<file path="src/rtl/nv_ram_rwsp_fifo_ctrl.sv">
// Push/pop FIFO controller for an external RAM with a two-stage read port
// (re latches the address, ore latches the data). Capacity is DEPTH+1.
module nv_ram_rwsp_fifo_ctrl #(
    parameter int DEPTH = 256,
    parameter int AW    = 8,
    parameter int DW    = 257
) (
    input  logic          clk,
    input  logic          rst,
    input  logic          wr_pvld,
    output logic          wr_prdy,
    input  logic [DW-1:0] wr_pd,
    output logic          rd_pvld,
    input  logic          rd_prdy,
    output logic [DW-1:0] rd_pd,
    output logic [AW:0]   occupancy,
    output logic          ram_we,
    output logic [AW-1:0] ram_wa,
    output logic [DW-1:0] ram_di,
    output logic          ram_re,
    output logic [AW-1:0] ram_ra,
    output logic          ram_ore,
    input  logic [DW-1:0] ram_dout,
    input  logic [31:0]   pwrbus_ram_pd,
    output logic [31:0]   ram_pwrbus_ram_pd
);
    localparam logic [AW:0]   LP_DEPTH   = (AW+1)'(DEPTH);
    localparam logic [AW-1:0] LP_PTR_ONE = AW'(1);

    logic [AW-1:0] r_wr_ptr;
    logic [AW-1:0] r_rd_ptr;
    logic [AW:0]   r_used;
    logic [AW:0]   r_avail;
    logic          r_p1_vld;
    logic          r_out_vld;

    logic          w_accept;
    logic          w_issue;
    logic          w_advance;
    logic [AW:0]   w_accept_inc;
    logic [AW:0]   w_advance_dec;
    logic [AW:0]   w_issue_dec;

    // Handshake on both sides: a beat transfers at a rising clk edge where
    // valid && ready; the sender holds valid and payload steady until then,
    // and ready never depends combinationally on the other side's handshake.
    assign wr_prdy   = !rst && (r_used != LP_DEPTH);
    assign w_accept  = wr_pvld && wr_prdy;

    // A held address register keeps M[ra] stable, so issue waits for advance.
    assign w_advance = r_p1_vld && (!r_out_vld || rd_prdy);
    assign w_issue   = (r_avail != '0) && (!r_p1_vld || w_advance);

    assign w_accept_inc  = {{AW{1'b0}}, w_accept};
    assign w_advance_dec = {{AW{1'b0}}, w_advance};
    assign w_issue_dec   = {{AW{1'b0}}, w_issue};

    assign ram_we  = w_accept;
    assign ram_wa  = r_wr_ptr;
    assign ram_di  = wr_pd;
    assign ram_re  = w_issue;
    assign ram_ra  = r_rd_ptr;
    assign ram_ore = w_advance;

    assign rd_pvld   = r_out_vld;
    assign rd_pd     = ram_dout;
    assign occupancy = r_used + {{AW{1'b0}}, r_out_vld};

    assign ram_pwrbus_ram_pd = pwrbus_ram_pd;

    always_ff @(posedge clk or posedge rst) begin
        if (rst) begin
            r_wr_ptr  <= '0;
            r_rd_ptr  <= '0;
            r_used    <= '0;
            r_avail   <= '0;
            r_p1_vld  <= 1'b0;
            r_out_vld <= 1'b0;
        end else begin
            if (w_accept) begin
                r_wr_ptr <= r_wr_ptr + LP_PTR_ONE;
            end
            if (w_issue) begin
                r_rd_ptr <= r_rd_ptr + LP_PTR_ONE;
            end
            // A slot is only reusable once its data sits in the output register.
            r_used    <= r_used + w_accept_inc - w_advance_dec;
            r_avail   <= r_avail + w_accept_inc - w_issue_dec;
            r_p1_vld  <= w_issue || (r_p1_vld && !w_advance);
            r_out_vld <= w_advance || (r_out_vld && !rd_prdy);
        end
    end

endmodule

</file>
<file path="config.mk">
export PLATFORM = sky130hd
export DESIGN_NAME = nv_ram_rwsp_fifo_ctrl
export DESIGN_NICKNAME = d
export VERILOG_FILES = /design/src/rtl/nv_ram_rwsp_fifo_ctrl.sv
export SDC_FILE = /design/constraint.sdc
export NUM_CORES = 1
export LEC_CHECK = 0
export CORE_AREA = 2 2 443 445
export CTS_CLUSTER_DIAMETER = 200
export DETAILED_ROUTE_END_ITERATION = 8
export DIE_AREA = 0 0 445 447
export PLACE_DENSITY_LB_ADDON = 0.1
export SLEW_MARGIN = 20
export SYNTH_ARGS = -nofsm -noshare
export SYNTH_HDL_FRONTEND = slang
export SYNTH_SLANG_ARGS = --single-unit
</file>
<file path="constraint.sdc">
create_clock -name clk -period 3.9 [get_ports clk]
set_input_delay 0.585 -clock clk [delete_from_list [all_inputs] [get_ports clk]]
set_output_delay 0.585 -clock clk [all_outputs]
set_load 0.01 [all_outputs]
</file>
==> results_dict.tcl, run 1 <==
set metrics [dict create \
    post-route-period-util 0.7986 \
    worstPathRequired_ps 4080 \
    hold_buffers 0 \
    ctsResizeCount 0 \
    power_leakage_nw 1.352 \
    route.detailed.drc 0 \
    yosys_warnings 0 \
    p_int_mw 1.751 \
    cts_tree "built" \
    power_mw 3.066 \
    synth_compound_area_frac 0.02854 \
    setup_tns_ps 0 \
    dr.max_layer_used "met5" \
    path_cells "inv_1, ha_1, nand4_1, o311a_1, ha_1, fa_1, a21oi_1, nor4b_1, nor3b_1, a21oi_1, xnor2_1" \
    worstSkewPairLatency_ps 300 \
    ys_seq_area_frac 0.1407 \
    route.vias.total 2512 \
    outcome "finished, final reports clean" \
    min_path_cells 1 \
    met2_length_um 11570 \
    cts_root_buf "clkbuf_16" \
    peakVddDrop_mv 0.1663 \
    h-tree-depth 2 \
    synth_top_family_by_area "buffers and inverters" \
    hold_viol 0 \
    cp_slowest_cell "dfrtp_1" \
    detailed_place_hpwl_um 24260 \
    synth-simple-area-share 0.04828 \
    synth.mux.area_fraction 0.003518 \
    grt_max_degree 37 \
    avgSynthCellArea_um2 8.456 \
    clockBufferDepth 2 \
    relSlewSlack 0.6062 \
    rows 162 \
    netlist_area_mm2 0.006401 \
    arrival_ps 3290 \
    skew_ps 8.648 \
    clkPwrFrac 0.161 \
    drive_gt1_frac 0.08984 \
    slew_violations 0 \
    dieArea_mm2 0.1989 \
    cap_violations 0 \
    clkTransAtPathRegs_ps 70 \
    die_w_um 445 \
    overflow 0 \
    grt_pass1_wl_um 33420 \
    portBuffers 33 \
    p_sw_frac 0.4290 \
    grt_pass1_vias 2711 \
    routabilityCongestion 0.5549 \
    ys_types 32 \
    ios 1126 \
    power.share.combinational 0.582 \
    worstMarginPinSlew_ps 590.7 \
    cts.sinks 36 \
    antenna_left 0 \
    critPathBufInv 1 \
    slowest_delay_ps 460 \
    fmax_mhz 321.1 \
    power_density_mw_per_mm2 510.1 \
    reg2regPathDepth 11 \
    cts_made_buffers 5 \
    dr_wl_met3_um 8190 \
    start_kind "flip-flop" \
    holdPathEnd "ram_ra[7]" \
    min_period_ps 3115 \
    fin_util 0.03095 \
    layout_common_cells "dfrtp_1, ha_1, clkdlybuf4s50_1, xnor2_1, inv_1" \
    ff2ff_setup_slack_ps 790 \
    post_cts_buffers 0 \
    path_delay_family "adder cells" \
    r2r_end "r_used[8]" \
    place_area_mm2 0.005843 \
    syn_to_final_growth_pct -6.099 \
    final_common_cell "dfrtp_1" \
    synth_top_area_share 0.6403 \
    synthCells 757 \
    antenna_found_initial 1 \
    syn-num-nets 1343 \
    vias_per_cell 0.8978 \
    setup_viol 0 \
    power_switching_mw 1.316 \
    drtIter0Drc 124 \
    ys_ff_latch 36 \
    cp-end-kind "flip-flop" \
    n_antenna_cell 0 \
    fin_nets 841 \
    stdcell_area_mm2 0.006011 \
    initial_utilization 0.03296 \
    synth-xor-area-share 0.05063 \
    wl_per_cell_um 10.25 \
    firstDrtPassIters 6 \
    pwr-share-seq 0.257 \
    min_path_type "reg -> reg" \
    min-delay-start "ram_ra[7]" \
    dpl.cell_count 2790 \
    r2r_start "r_used[6]" \
    path_max_fanout 5 \
    yosysTopAreaCell "buf_4" \
    path_class "reg -> reg" \
    grt_usage 0.02684 \
    routed_wl_um 28670 \
    die-height_um 447 \
    rsz0062_at_grt "no" \
    fp.coreArea_mm2 0.1942 \
    ys_top_cells_by_area "buf_4, dfrtp_1, ha_1, xnor2_1, inv_1" \
    instances_no_fill 2798 \
    synth_fa_ha_area_frac 0.07271 \
    wl_met1_um 5378 \
]
==> layer usage <==
metal / GRT usage / vias up
met5: 0.01123 / -
met4: 0.03126 / 6
met3: 0.03689 / 213
met2: 0.03464 / 519
met1: 0.01423 / 980
li1: - / 794
==> power groups by stage <==
stage / clock network (mW) / logic [mW] / registers, mW
2_1_floorplan: 0 / 1.76 / 0.743
3_3_place_gp: 0 / 1.92 / 0.810
3_5_place_dp: 0 / 1.84 / 0.811
4_1_cts: 0.523 / 1.85 / 0.804
5_1_grt: 0.539 / 2.00 / 0.827
6_report: 0.493 / 1.79 / 0.787
==> worst max path at each step <==
stage,depth (start not counted),to,startpoint,slack [ps]
finish,11,r_used[8],r_used[6],790
global route,15,r_avail[8],r_avail[2],360
CTS,15,r_avail[8],r_avail[3],670
detailed placement,12,r_used[8],rd_prdy,470
global placement,12,r_used[8],rd_prdy,440
floorplan,10,r_avail[8],rst,580
==> per-stage QoR <==
| stage | hold WS [ps] | setup slack (ps) |
|---|---|---|
| after floorplan | 490.9 | 575.0 |
| after global placement | 464.3 | 436.7 |
| after detailed placement | 476.8 | 468.6 |
| after CTS | 486.0 | 665.3 |
| after global routing | 513.8 | 362.7 |
| final | 475.6 | 785.4 |
==> state kept, by name, summed over array words and instances (netlist names) <==
| register | count |
|---|---|
| r_used | 9 |
| ram_wa | 8 |
| ram_ra | 8 |
| rd_pvld | 1 |
| r_avail | 9 |
| r_p1_vld | 1 |
==> cell usage after synthesis <==
cell / n
buf_4: 546
dfrtp_1: 36
ha_1: 34
xnor2_1: 27
inv_1: 26
nor2_1: 12
nand4_1: 10
xor2_1: 10
nand2_1: 7
a21oi_1: 5
and2_1: 5
and3_1: 4
nand3_1: 4
a21oi_2: 3
a2111oi_4: 2
a21o_1: 2
and3b_1: 2
and3b_2: 2
fa_1: 2
mux2_2: 2
nand2b_1: 2
nor2b_1: 2
nor4b_1: 2
o21bai_2: 2
a31oi_1: 1
nor3_1: 1
nor3b_1: 1
o21bai_1: 1
o22ai_1: 1
o311a_1: 1
o41ai_1: 1
or3_1: 1
==> cells by family (layout without fill, tap and decap cells) <==
logic type	Yosys count	after routing
AND/OR/NAND/NOR	55	55
XOR/XNOR	37	37
flip-flops	36	36
multiplexers	2	2
adder cells (fa/ha/maj)	36	36
AO/OA/AOI/OAI	19	19
buffers and inverters	572	71
==> worst register-to-register path: stages, from the launching register on <==
cell	delay (ps)
dfrtp_1	460
inv_1	110
ha_1	170
nand4_1	180
o311a_1	420
ha_1	260
fa_1	410
a21oi_1	230
nor4b_1	80
nor3b_1	380
a21oi_1	140
xnor2_1	150
==> area by class of cell <==
| type | instances | area (um^2) |
|---|---|---|
| clock inverter | 3 | 42.54 |
| timing repair buffer | 37 | 360.3 |
| tap | 2542 | 3181 |
| fill | 23100 | 188200 |
| sequential | 36 | 900.9 |
| clock buffer | 5 | 125.1 |
| multi-input combinational | 149 | 1304 |
| inverter | 26 | 97.59 |
No activity file was read; power rests on OpenSTA's default activity.
==> inputs of run 2 (changes only) <==
CORE_AREA = 2 2 436 438   (was 2 2 443 445)
DIE_AREA = 0 0 438 440   (was 0 0 445 447)
clock period = 2.5 ns   (was 3.9 ns; I/O delays follow)
==> results_dict.tcl, run 2 (synthesized netlist as in run 1, its figures left out) <==
set metrics [dict create \
    cts_root_buf "clkbuf_16" \
    die_w_um 438 \
    rows 160 \
    path_class "reg -> reg" \
    wl_per_cell_um 10.05 \
    layout_common_cells "buf_4, dfrtp_1, ha_1, clkdlybuf4s50_1, xnor2_1" \
    n_antenna_cell 0 \
    routed_wl_um 28390 \
    arrival_ps 2850 \
    grt_max_degree 37 \
    fin_nets 900 \
    ff2ff_setup_slack_ps -90 \
    fp.coreArea_mm2 0.1886 \
    place_ws_ps -494.6 \
    detailed_place_hpwl_um 24580 \
    drtIter0Drc 76 \
    setup_viol 5 \
    reg.largest.list "r_avail: 9 flops, r_used: 9 flops" \
    worstSkewPairLatency_ps 330 \
    dieArea_mm2 0.1927 \
    route.detailed.drc 0 \
    die-height_um 440 \
    skew_ps 5.250 \
    power_leakage_nw 1.715 \
    portBuffers 33 \
    ios 1126 \
    hold_viol 0 \
    antenna_found_initial 0 \
    setup_ws_ps -93.38 \
    violations "setup timing" \
    relSlewSlack 0.5447 \
    grt_pass1_vias 3155 \
    r2r_end "r_avail[7]" \
    place_area_mm2 0.006231 \
    overflow 0 \
    routabilityCongestion 0.5538 \
    min_path_type "reg -> reg" \
    cts_made_buffers 5 \
    grt_usage 0.02788 \
    outcome "finished with violations" \
    critPathLaunch "r_avail[2]" \
    clkTransAtPathRegs_ps 70 \
    worstMarginPinSlew_ps 682.9 \
    clockBufferDepth 2 \
    min_period_ps 2593 \
    cts_tree "built" \
    cts.sinks 36 \
    antenna_left 0 \
    route.vias.total 2716 \
    vias_per_cell 0.9611 \
    cp-end-kind "flip-flop" \
    slew_violations 0 \
    power_mw 6.186 \
    cap_violations 0 \
    setup_tns_ps -281.7 \
    drive_gt1_frac 0.3968 \
    endpoint "r_avail[7]" \
    stdcell_area_mm2 0.006691 \
    rsz0062_at_grt "yes" \
    timing.hold.ws_ps 480.3 \
    syn_to_final_growth_pct 4.535 \
    initial_utilization 0.03394 \
    worstPathRequired_ps 2760 \
    path_max_fanout 2 \
    final_common_cell "buf_4" \
    reg2regPathDepth 13 \
    r2r_start "r_avail[2]" \
    start_kind "flip-flop" \
    h-tree-depth 2 \
    fmax_mhz 385.6 \
    firstDrtPassIters 4 \
    power_density_mw_per_mm2 924.5 \
    post-route-period-util 1.037 \
    peakVddDrop_mv 0.2588 \
    grt_pass1_wl_um 33770 \
]
run 2: cell count changes in the layout (fill, tap and decap cells not counted), moves of 7 or more:
cell             before  now
inv_2                 0   10
inv_1                25   14
ha_1                 34   26
clkdlybuf4s50_1      33   23
ha_4                  0    7
buf_4                 4   58
run 2: per-stage QoR:
stage	instances	utilization
after floorplan	757	-
after global placement	2809	0.03304
after detailed placement	2809	0.03304
after CTS	2824	0.03514
after global routing	2826	0.03548
final	2826	0.03548
run 2: how the worst min path moves through the flow:
stage | start | slack (ps) | end | cells after the start
after floorplan | rst | 340 | r_avail[0] | 1
after global placement | ram_ra[7] | 480 | ram_ra[7] | 1
after detailed placement | ram_wa[7] | 480 | ram_wa[7] | 1
after CTS | ram_wa[7] | 500 | ram_wa[7] | 1
after global routing | ram_ra[7] | 510 | ram_ra[7] | 1
final | ram_wa[7] | 480 | ram_wa[7] | 1
run 2: critical path, stage by stage, from the launching register on:
cell	delay, ps
dfrtp_1	390
inv_2	80
ha_4	130
nor4b_4	170
and3_4	240
a21oi_4	40
ha_4	280
inv_4	30
ha_4	150
a21o_1	230
a2111oi_4	390
o21bai_2	100
a21oi_2	160
xor2_1	150
run 2: report_power, final:
part	total [mW]	internal, mW	switching (mW)
Sequential	1.14	0.876	0.265
Clock	0.842	0.472	0.370
Combinational	4.20	2.19	2.01
Total	6.19	3.54	2.65
run 2: cell type report:
| cell class | instances | area, um^2 |
|---|---|---|
| Clock buffer | 5 | 125.1 |
| Clock inverter | 3 | 42.54 |
| Fill cell | 22450 | 181900 |
| Inverter | 26 | 103.9 |
| Multi-Input combinational cell | 149 | 1546 |
| Sequential cell | 36 | 900.9 |
| Tap cell | 2511 | 3142 |
| Timing Repair Buffer | 96 | 830.8 |
run 2: per-layer routing:
layer	wire length [um]	global-route usage	vias to the layer above
met5	41	0.001489	-
met2	12470	0.04036	464
met3	6612	0.03169	218
met1	6883	0.01884	1115
li1	-	-	917
met4	2387	0.02514	2
run 2: timing repair:
action	CTS	global route
pin swaps	30	17
setup endpoints to repair	18	12
hold endpoints to repair	0	0
setup buffers	9	3
resized for setup	57	10
hold buffers	0	0
